### src/rtl/selector_stream_n_pkg.sv
// Shared definitions for the N-channel stream selector: mode encoding and
// modulo-N index helper.
package selector_stream_n_pkg;

  typedef enum logic {
    MODE_FIXED = 1'b0,
    MODE_RR    = 1'b1
  } mode_e;

  // a + b reduced modulo n; valid for a, b < n and any n (not just powers of 2)
  function automatic int unsigned wrap_add(int unsigned a, int unsigned b, int unsigned n);
    int unsigned s;
    s = a + b;
    if (s >= n) s = s - n;
    return s;
  endfunction

endpackage

### src/rtl/selector_stream_n_if.sv
// Producer/consumer handshake bundle for selector_stream_n.
interface selector_stream_n_if #(
  parameter int unsigned N     = 4,
  parameter int unsigned WIDTH = 4
);
  localparam int unsigned SW = $clog2(N);

  logic                 iMode;
  logic [SW-1:0]        iSel;
  logic [N*WIDTH-1:0]   iData;
  logic [N-1:0]         iValid;
  logic [N-1:0]         oReady;
  logic [WIDTH-1:0]     oData;
  logic [SW-1:0]        oChan;
  logic                 oValid;
  logic                 iReady;

  modport slave (
    input  iMode, iSel, iData, iValid, iReady,
    output oReady, oData, oChan, oValid
  );

  modport master (
    output iMode, iSel, iData, iValid, iReady,
    input  oReady, oData, oChan, oValid
  );
endinterface

### src/rtl/selector_stream_n_rr_arbiter.sv
// Combinational round-robin picker: first valid channel at or after iPtr.
module rr_arbiter_n
  import selector_stream_n_pkg::*;
#(
  parameter int unsigned N  = 4,
  parameter int unsigned SW = $clog2(N)
) (
  input  logic [N-1:0]  iValid,
  input  logic [SW-1:0] iPtr,
  output logic [SW-1:0] oGrant,
  output logic          oGrantValid
);

  int unsigned idx;

  always_comb begin
    oGrant      = '0;
    oGrantValid = 1'b0;
    idx         = 0;
    for (int unsigned off = 0; off < N; off++) begin
      idx = wrap_add(32'(iPtr), off, N);
      if (!oGrantValid && iValid[idx]) begin
        oGrantValid = 1'b1;
        oGrant      = SW'(idx);
      end
    end
  end

endmodule

### src/rtl/selector_stream_n.sv
// N-channel registered stream selector: fixed-select or round-robin grant
// feeding a single valid/ready output register.
module selector_stream_n
  import selector_stream_n_pkg::*;
#(
  parameter int unsigned N     = 4,
  parameter int unsigned WIDTH = 4
) (
  input  logic                iClk,
  input  logic                iRst,
  selector_stream_n_if.slave  bus
);

  localparam int unsigned SW = $clog2(N);

  logic [WIDTH-1:0] data_q, data_d;
  logic [SW-1:0]    chan_q, chan_d;
  logic             valid_q, valid_d;
  logic [SW-1:0]    ptr_q, ptr_d;

  logic             load;
  logic             fix_valid;
  logic [SW-1:0]    rr_grant;
  logic             rr_valid;
  logic [SW-1:0]    grant;
  logic             grant_valid;
  logic [WIDTH-1:0] sel_data;
  logic [N-1:0]     ready;

  rr_arbiter_n #(
    .N  (N),
    .SW (SW)
  ) u_rr (
    .iValid      (bus.iValid),
    .iPtr        (ptr_q),
    .oGrant      (rr_grant),
    .oGrantValid (rr_valid)
  );

  // Out-of-range selects must not index iValid, so the range test gates it.
  always_comb begin
    fix_valid = 1'b0;
    if (32'(bus.iSel) < N) fix_valid = bus.iValid[bus.iSel];
  end

  always_comb begin
    load = ~valid_q | bus.iReady;
    if (mode_e'(bus.iMode) == MODE_RR) begin
      grant       = rr_grant;
      grant_valid = rr_valid;
    end else begin
      grant       = bus.iSel;
      grant_valid = fix_valid;
    end
  end

  always_comb begin
    ready    = '0;
    sel_data = '0;
    for (int unsigned k = 0; k < N; k++) begin
      if (grant == SW'(k)) begin
        sel_data = bus.iData[k*WIDTH +: WIDTH];
        ready[k] = ~iRst & load & grant_valid;
      end
    end
  end

  always_comb begin
    data_d  = data_q;
    chan_d  = chan_q;
    valid_d = valid_q;
    ptr_d   = ptr_q;
    if (load) begin
      if (grant_valid) begin
        data_d  = sel_data;
        chan_d  = grant;
        valid_d = 1'b1;
        if (mode_e'(bus.iMode) == MODE_RR) ptr_d = SW'(wrap_add(32'(grant), 1, N));
      end else begin
        valid_d = 1'b0;
      end
    end
  end

  always_ff @(posedge iClk) begin
    if (iRst) begin
      data_q  <= '0;
      chan_q  <= '0;
      valid_q <= 1'b0;
      ptr_q   <= '0;
    end else begin
      data_q  <= data_d;
      chan_q  <= chan_d;
      valid_q <= valid_d;
      ptr_q   <= ptr_d;
    end
  end

  assign bus.oReady = ready;
  assign bus.oData  = data_q;
  assign bus.oChan  = chan_q;
  assign bus.oValid = valid_q;

endmodule
### src/flat_wrapper.sv
// flat-port wrapper written by rule: the top's interface ports become plain ports
module selector_stream_n_flat import selector_stream_n_pkg::*;
#(
  parameter int unsigned N     = 4,
  parameter int unsigned WIDTH = 4
)
  (iClk, iRst, bus_iMode, bus_iSel, bus_iData, bus_iValid, bus_iReady, bus_oReady, bus_oData, bus_oChan, bus_oValid);
  selector_stream_n_if #(.N(N), .WIDTH(WIDTH)) bus_i ();
  input  logic iClk;
  input  logic iRst;
  input wire logic [$bits(bus_i.iMode)-1:0] bus_iMode;
  input wire logic [$bits(bus_i.iSel)-1:0] bus_iSel;
  input wire logic [$bits(bus_i.iData)-1:0] bus_iData;
  input wire logic [$bits(bus_i.iValid)-1:0] bus_iValid;
  input wire logic [$bits(bus_i.iReady)-1:0] bus_iReady;
  output wire logic [$bits(bus_i.oReady)-1:0] bus_oReady;
  output wire logic [$bits(bus_i.oData)-1:0] bus_oData;
  output wire logic [$bits(bus_i.oChan)-1:0] bus_oChan;
  output wire logic [$bits(bus_i.oValid)-1:0] bus_oValid;
  assign bus_i.iMode = bus_iMode;
  assign bus_i.iSel = bus_iSel;
  assign bus_i.iData = bus_iData;
  assign bus_i.iValid = bus_iValid;
  assign bus_i.iReady = bus_iReady;
  assign bus_oReady = bus_i.oReady;
  assign bus_oData = bus_i.oData;
  assign bus_oChan = bus_i.oChan;
  assign bus_oValid = bus_i.oValid;
  selector_stream_n #(.N(N), .WIDTH(WIDTH)) u_core (.iClk(iClk), .iRst(iRst), .bus(bus_i));
endmodule
### config.mk
export PLATFORM = sky130hd
export DESIGN_NAME = selector_stream_n_flat
export DESIGN_NICKNAME = d
export VERILOG_FILES = /design/src/rtl/selector_stream_n_pkg.sv /design/src/rtl/selector_stream_n_if.sv /design/src/rtl/selector_stream_n_rr_arbiter.sv /design/src/rtl/selector_stream_n.sv /design/src/flat_wrapper.sv
export SDC_FILE = /design/constraint.sdc
export NUM_CORES = 1
export LEC_CHECK = 0
export ABC_AREA = 1
export BUFFER_PORTS_ARGS = -buffer_cell sky130_fd_sc_hd__buf_4
export CAP_MARGIN = 20
export CORE_ASPECT_RATIO = 0.9
export CORE_MARGIN = 2
export CORE_UTILIZATION = 54
export CTS_BUF_LIST = sky130_fd_sc_hd__clkbuf_4 sky130_fd_sc_hd__clkbuf_8
export DETAILED_ROUTE_END_ITERATION = 7
export PLACE_DENSITY_LB_ADDON = 0.05
export SYNTH_ARGS = -nofsm -noshare
export SYNTH_HDL_FRONTEND = slang
export SYNTH_SLANG_ARGS = --single-unit
export TNS_END_PERCENT = 10
### constraint.sdc
create_clock -name iClk -period 6.1 [get_ports iClk]
set_input_delay 1.22 -clock iClk [delete_from_list [all_inputs] [get_ports iClk]]
set_output_delay 1.22 -clock iClk [all_outputs]
set_load 0.005 [all_outputs]
==> flow_summary.ini, run 1 <==
[synth]
synth_top_area_cell = nand2_1
synth_top_area_share_pct = 22.8
syn_nets = 196
synth_seq_cells = 9
yosys-top-cells-area = nand2_1 23%, dfxtp_1 19%, inv_1 9.7%, nand3_1 5.7%, ha_1 5.2%
synthesis.area_um2 = 970
synthCells = 166
avgSynthCellArea_um2 = 5.84
synthDistinctLibCells = 22
ys_seq_area_share_pct = 18.6
yosysWarnings = 0

[sta]
rsz0062_at_grt = no
worstMarginPinSlew_ns = 0.447
finClkSkew_ns = 0.00356
slew_violations = 0
final-setup-viol-count = 0
setup_tns_ns = 0
min_period_over_period_pct = 68.2
slew_headroom_pct = 70.2
fmax_mhz = 240
layout_min_cycle_time_ns = 4.16
hold_viol = 0

[final_layout]
n_antenna_cell = 0
layout-drive-gt1-share_pct = 33.2
final_nets = 236
finish.utilization_pct = 76.6
final_common_cell = nand2_1
syn_to_final_growth_pct = 32.9
layout_common_cells = 59 x nand2_1, 36 x buf_4, 25 x inv_1

[drt]
routedWlPerCell_um = 10.9
route.vias.total = 1146
drt_wl_total_mm = 2.51
drc = 0
dr.pass1.iters = 4
antenna_left = 0
routed_via_density = 5.00
drt_iter0_markers = 48

[status]
outcome = finished clean

[power]
power_leakage_nw = 0.732
power.density_nw_per_um2 = 240
vdd_drop_max_uv = 119
p_seq_share_pct = 25.9
netSwitchingFraction_pct = 44.6
p_int_mw = 0.171
clkPwrFrac_pct = 16.8
combPwrFrac_pct = 57.3
p_sw_mw = 0.138

[placed_design]
dp_hpwl_mm = 2.03
gp_congestion = 0.986
numPortBuffers = 36

[global_route]
antenna_found_initial = 0
grt_pass1_vias = 1038
grt_usage_pct = 25.5
grt_start_max_net_pins = 12
grt_pass1_wl_mm = 4.32
grt-ovfl-total = 0

[die]
core_area_um2 = 1680
die_y_um = 44.2
io_pins = 37
start_util_pct = 57.7
num_rows = 14
die-area_um2 = 2150
die_w_um = 48.7

[clocking]
postCtsSetupBuffers = 0
cts_resized = 0
cts_tree = built
cts_buffers = 3
clock-sinks = 9
insertion_delay_ns = 0.27
path_clk_slew_ns = 0.06
cts.path.max_buffers = 2
cts-root-buf = clkbuf_4
ctsHoldBuffers = 0
htree_levels = 1

[worst_setup_path]
r2r_slack_ns = 3.38
endpoint_kind = primary output
critPathArrivalTime_ns = 2.94
crit_type = primary input to primary output
worst_ep_required_time_ns = 4.88
crit_path_start_kind = primary input
path_max_fanout = 5

[flow_run]
maxCapViolCount = 0

[worst_hold_path]
hp-class = register to register
-- worst paths after layout --
kind,startpoint,end,depth (start not counted)
hold / removal,u_core.bus.oChan[0],u_core.bus.oChan[0],4
setup reg to reg,u_core.ptr_q[0],u_core.bus.oData[2],16
setup / recovery,bus_iValid[3],bus_oReady[2],15
hold reg to reg,u_core.bus.oChan[0],u_core.bus.oChan[0],4
-- kinds of logic (layout without fill, tap and decap cells) --
group	count (synthesis)	after routing	synth area share, %
AOI/OAI and AO/OA	25	25	15.1
and+or+nand+nor	99	99	48.6
adders and majority gates	4	4	5.16
DFF	9	9	18.6
buffers and inverters	29	68	12.5
-- state kept, by name, indices dropped and copies added (netlist names) --
signal	cells
u_core.bus.oChan	2
u_core.bus.oData	4
u_core.bus.oValid	1
u_core.ptr_q	2
-- through the flow --
step	worst slack [ns]	cell area (µm²)	power [mW]	std cells	hold slack, ns
CTS	1.96	1290	0.309	229	0.529
global route	1.70	1290	0.336	229	0.564
floorplan	2.42	970	0.204	166	0.517
detailed placement	1.97	1260	0.256	225	0.515
finish	1.94	1290	0.309	229	0.526
global placement	2.05	1260	0.250	225	0.514
-- Yosys cell counts, drive strengths merged --
master	count
a21oi	13
and2	1
buf	1
dfxtp	9
ha	4
inv	28
nand2	68
nand3	15
nand4	1
nor2	14
o211ai	1
o21ai	11
-- routing by layer --
layer  track usage (%)  wire length [µm]
met5                 0                 0
met4              8.57                21
met3              3.38               145
met2              45.2              1240
met1              32.5              1100
-- layout make-up --
cell class                      instances  area (µm²)
Tap cell                               24        30.0
Timing Repair Buffer                   36         270
Fill cell                             150         393
Clock buffer                            4        30.0
Multi-Input combinational cell        128         668
Inverter                               28         110
Sequential cell                         9         180
-- critical path, cell delays in order --
cell     delay, ns
buf_4         0.11
inv_1         0.10
nand2_2       0.07
nand3_1       0.14
nand2_2       0.10
nor2_4        0.14
nand3_1       0.07
nand2_1       0.06
nand3_1       0.11
nand2_1       0.15
inv_1         0.08
ha_1          0.25
inv_1         0.15
nor2_2        0.05
buf_4         0.13
-- power by group through the flow --
stage / clock (mW) / combinational (mW) / sequential, mW
2_1_floorplan: 0 / 0.126 / 0.0780
4_1_cts: 0.0515 / 0.177 / 0.0799
6_report: 0.0520 / 0.177 / 0.0800
3_5_place_dp: 0 / 0.175 / 0.0809
3_3_place_gp: 0 / 0.170 / 0.0802
5_1_grt: 0.0558 / 0.199 / 0.0814
Power figures use the tool's default switching activity.
==> run 2: changes to the inputs <==
--- a/config.mk
+++ b/config.mk
@@ -5,12 +5,12 @@
 export SDC_FILE = /design/constraint.sdc
 export NUM_CORES = 1
 export LEC_CHECK = 0
-export ABC_AREA = 1
+export ABC_AREA = 0
 export BUFFER_PORTS_ARGS = -buffer_cell sky130_fd_sc_hd__buf_4
 export CAP_MARGIN = 20
 export CORE_ASPECT_RATIO = 0.9
 export CORE_MARGIN = 2
-export CORE_UTILIZATION = 54
+export CORE_UTILIZATION = 47
 export CTS_BUF_LIST = sky130_fd_sc_hd__clkbuf_4 sky130_fd_sc_hd__clkbuf_8
 export DETAILED_ROUTE_END_ITERATION = 7
 export PLACE_DENSITY_LB_ADDON = 0.05
==> constraint.sdc (replaced) <==
create_clock -name iClk -period 4.19 [get_ports iClk]
set_input_delay 0.838 -clock iClk [delete_from_list [all_inputs] [get_ports iClk]]
set_output_delay 0.838 -clock iClk [all_outputs]
set_load 0.005 [all_outputs]
==> run 2 against run 1 <==
Against the previous run: clock-buffer cell count unchanged; worst setup slack lost 0.99 ns; sequential share of layout area rose by 3.3 points; hold slack lost 0.016 ns; sequential power is 31% higher; die area down 10%; combinational power fell by 34%; utilization fell by 5.4 points; critical path type unchanged; critical endpoint is now bus_oReady[3].
==> flow_summary.ini, run 2 <==
[sta]
slew_headroom_pct = 77.8
layout_min_cycle_time_ns = 3.24
hold_viol = 0
setup_tns_ns = 0
worstMarginPinSlew_ns = 0.332
fmax_mhz = 309
slew_violations = 0
min_period_over_period_pct = 77.3
rsz0062_at_grt = no
finClkSkew_ns = 0.00284
final-setup-viol-count = 0

[synth]
yosys-top-cells-area = dfxtp_1 24%, ha_1 6.7%, o221a_1 6.0%, nor2_1 4.5%, and3_2 4.0%
synthTopCellsByCount = 9 x dfxtp_1, 9 x nor2_1, 7 x nand2_1
synth_top_area_cell = dfxtp_1
synthDistinctLibCells = 37
syn_nets = 122
ys_seq_area_share_pct = 24.0
synth_top_area_share_pct = 24.0
synth_seq_cells = 9
yosysWarnings = 0
synthesis.area_um2 = 751
avgSynthCellArea_um2 = 8.16
synth_ff_type = dfxtp_1
synth_edf_count = 0
synth-async-reset-ratio_pct = 0
synthCells = 92

[final_layout]
syn_to_final_growth_pct = 38.8
stdcell_count = 142
layout_common_cells = 36 x buf_4, 9 x nor2_1, 9 x dfxtp_1
fillCellCount = 130
layout-drive-gt1-share_pct = 37.8
final_common_cell = buf_4
largest_register_ffs = 4
n_antenna_cell = 0
finish.utilization_pct = 71.2
final_nets = 158

[drt]
routedWlPerCell_um = 13.5
drt_wl_total_mm = 1.92
drc = 0
antenna_left = 0
route.vias.total = 840
routed_via_density = 5.92
drt_iter0_markers = 23
dr.pass1.iters = 4

[die]
core_area_um2 = 1460
io_pins = 37
die_w_um = 46.1
num_rows = 13
die-area_um2 = 1930
die_y_um = 41.9
start_util_pct = 51.3

[placed_design]
gp_congestion = 0.797
place_inst = 138
dp_hpwl_mm = 1.48
numPortBuffers = 36

[global_route]
grt_pass1_vias = 725
grt_usage_pct = 22.0
grt_pass1_wl_mm = 3.17
antenna_found_initial = 0
grt_start_max_net_pins = 12
grt-ovfl-total = 0

[flow_run]
maxCapViolCount = 0

[clocking]
cts_resized = 0
postCtsSetupBuffers = 0
htree_levels = 1
path_clk_slew_ns = 0.06
cts_buffers = 3
cts-root-buf = clkbuf_4
ctsHoldBuffers = 0
cts_tree = built
insertion_delay_ns = 0.26
clock-sinks = 9
cts.path.max_buffers = 2

[status]
outcome = finished clean

[worst_hold_path]
hp-class = register to register

[worst_setup_path]
endpoint_kind = primary output
critPathArrivalTime_ns = 2.40
crit_path_start_kind = primary input
worst_ep_required_time_ns = 3.35
path_max_fanout = 9
crit_type = primary input to primary output

[power]
vdd_drop_max_uv = 115
power_leakage_nw = 0.504
power.density_nw_per_um2 = 282
## run 2: power breakdown
group          internal [mW]  switching, mW
registers             0.0964        0.00841
logic                 0.0632         0.0530
clock network         0.0432         0.0301
total                  0.203         0.0916
## run 2: final timing paths
path / startpoint / endpoint / slack [ns] / cells past startpoint
max: bus_iValid[2] / bus_oReady[3] / 0.95 / 8
max reg2reg: u_core.ptr_q[1] / u_core.bus.oData[1] / 1.89 / 8
min reg2reg: u_core.bus.oChan[1] / u_core.bus.oChan[1] / 0.51 / 2
min: u_core.bus.oChan[1] / u_core.bus.oChan[1] / 0.51 / 2
## run 2: cell families (layout without fill, tap and decap cells)
kind of cell             after synthesis  count (layout)  share of synthesized area [%]
AO/OA/AOI/OAI                         21              21                           23.0
AND/OR/NAND/NOR                       44              44                           32.8
multiplexers                           3               3                           6.83
adder cells (fa/ha/maj)                4               4                           6.67
flip-flops                             9               9                           24.0
buffers and inverters                 11              46                           6.67
## run 2: per-layer routing
layer  GRT usage, %  vias up  part of all wire [%]
met2           33.1       35                    45
li1               -      414                     -
met3           1.30        5                   6.6
met1           30.4      386                    46
met5              0        -                     0
met4           12.0        0                   2.6
## run 2: critical path: stages
cell and delay (ns):
buf_4 0.14, nor4b_1 0.24, o21ai_0 0.14, a31o_2 0.30
inv_1 0.09, ha_1 0.33, and3_2 0.24, buf_4 0.10
## run 2: layout make-up
class	count	area [µm²]	area share, %
inverters	6	22.5	2.16
well taps	15	18.8	1.80
clock buffers	4	30.0	2.88
multi-input cells	72	520	49.9
flip-flops and latches	9	180	17.3
repair buffers	36	270	25.9
## run 2: per-stage QoR
stage / setup WS, ns / power (mW) / hold slack, ns / area (µm²)
after global routing: 0.784 / 0.313 / 0.530 / 1040
final: 0.952 / 0.294 / 0.510 / 1040
after global placement: 1.01 / 0.219 / 0.485 / 1010
after floorplan: 1.20 / 0.174 / 0.463 / 751
after CTS: 0.971 / 0.295 / 0.507 / 1040
after detailed placement: 0.972 / 0.221 / 0.495 / 1010
==> run 3: changes to the inputs <==
--- a/config.mk
+++ b/config.mk
@@ -10,7 +10,7 @@
 export CAP_MARGIN = 20
 export CORE_ASPECT_RATIO = 0.9
 export CORE_MARGIN = 2
-export CORE_UTILIZATION = 47
+export CORE_UTILIZATION = 42
 export CTS_BUF_LIST = sky130_fd_sc_hd__clkbuf_4 sky130_fd_sc_hd__clkbuf_8
 export DETAILED_ROUTE_END_ITERATION = 7
 export PLACE_DENSITY_LB_ADDON = 0.05
==> constraint.sdc (replaced) <==
create_clock -name iClk -period 2.9 [get_ports iClk]
set_input_delay 0.58 -clock iClk [delete_from_list [all_inputs] [get_ports iClk]]
set_output_delay 0.58 -clock iClk [all_outputs]
set_load 0.005 [all_outputs]
==> run 3 against run 2 <==
Against the previous run: combinational power rose by 45%; highest routed layer unchanged; largest cell class unchanged; critical endpoint is now bus_oReady[0]; sequential power rose by 45%; non-clock buffer count grew 1.
==> flow_summary.ini, run 3 (same netlist as run 2, synthesis figures left out) <==
[power]
power_leakage_nw = 0.508
power.total_mw = 0.421
vdd_drop_max_uv = 203
power.density_nw_per_um2 = 397

[drt]
routed_via_density = 5.45
routedWlPerCell_um = 12.4
dr.pass1.iters = 4
drt_iter0_markers = 19
route.vias.total = 828
drt_wl_total_mm = 1.88
drc = 0
antenna_left = 0

[die]
num_rows = 14
die_y_um = 44.1
io_pins = 37
start_util_pct = 44.6
core_area_um2 = 1680
die-area_um2 = 2140
die_w_um = 48.6

[worst_setup_path]
worst_ep_required_time_ns = 2.32
path_max_fanout = 9
endpoint_kind = primary output
critPathArrivalTime_ns = 2.10
crit_type = primary input to primary output
crit_path_start_kind = primary input

[sta]
finClkSkew_ns = 0.0161
slew_headroom_pct = 77.9
final-setup-viol-count = 0
slew_violations = 0
layout_min_cycle_time_ns = 2.68
min_period_over_period_pct = 92.5
hold_slack_ns = 0.470
rsz0062_at_grt = no
fmax_mhz = 373
hold_viol = 0
worstMarginPinSlew_ns = 0.330
setup_tns_ns = 0

[global_route]
grt_pass1_vias = 711
grt_usage_pct = 19.4
antenna_found_initial = 0
grt-ovfl-total = 0
grt_start_max_net_pins = 12
grt_pass1_wl_mm = 3.15

[placed_design]
numPortBuffers = 36
place_area_um2 = 1030
gp_congestion = 0.859
dp_hpwl_mm = 1.50

[final_layout]
layout_common_cells = 37 x buf_4, 9 x nor2_1, 9 x dfxtp_1
layout-drive-gt1-share_pct = 38.3
final_nets = 159
final_common_cell = buf_4
n_antenna_cell = 0
finish.utilization_pct = 62.9
syn_to_final_growth_pct = 41.0
largest_register_ffs = 4
final_cell_area_um2 = 1060

[clocking]
cts_tree = built
cts-root-buf = clkbuf_4
htree_levels = 1
cts_buffers = 3
insertion_delay_ns = 0.28
path_clk_slew_ns = 0.07
ctsHoldBuffers = 0
cts.path.max_buffers = 2
clock-sinks = 9
cts_resized = 0
postCtsSetupBuffers = 0

[flow_run]
maxCapViolCount = 0

[status]
outcome = finished clean

[worst_hold_path]
hp-class = primary input to register
## run 3: cell count changes in the layout (fill, tap and decap cells not counted), sizes merged
cell    previous run  this run
clkbuf             4         3
buf               36        37
clkinv             0         1
## run 3: final timing paths
kind | from | end | slack, ns | cells after the start
worst max-delay path | bus_iValid[0] | bus_oReady[0] | 0.22 | 6
worst min-delay path | iRst | u_core.bus.oChan[0] | 0.47 | 2
worst max register to register | u_core.ptr_q[1] | u_core.bus.oData[3] | 0.66 | 8
worst min register to register | u_core.bus.oChan[1] | u_core.bus.oChan[1] | 0.50 | 2
## run 3: where the power goes
group	internal, mW	leakage (nW)	total [mW]	switching [mW]
Combinational	0.0927	0.416	0.168	0.0750
Clock	0.0510	0.0177	0.101	0.0496
Sequential	0.139	0.0747	0.152	0.0132
## run 3: critical path, cell delays in order
cell    delay (ns)
buf_4         0.13
or4_1         0.53
mux2_4        0.32
and2_4        0.20
and3_2        0.21
buf_4         0.13
## run 3: metrics by stage
step	instances	worst slack, ns
2_1_floorplan	92	0.429
3_3_place_gp	148	0.235
3_5_place_dp	148	0.222
4_1_cts	152	0.219
5_1_grt	152	0.0377
6_report	152	0.217
## run 3: per-layer routing
metal  part of all wire (%)  global-route usage (%)  vias up
met5                      0                       0        -
met4                    3.1                    13.7        0
met3                    8.0                    5.07        5
met2                     42                    28.3       30
met1                     47                    25.2      379
li1                       -                       -      414
## run 3: final cells by class
| class | count | area, µm² |
|---|---|---|
| Clock buffer | 3 | 22.5 |
| Clock inverter | 1 | 5.00 |
| Fill cell | 169 | 623 |
| Inverter | 6 | 22.5 |
| Multi-Input combinational cell | 72 | 520 |
| Sequential cell | 9 | 180 |
| Tap cell | 24 | 30.0 |
| Timing Repair Buffer | 37 | 278 |
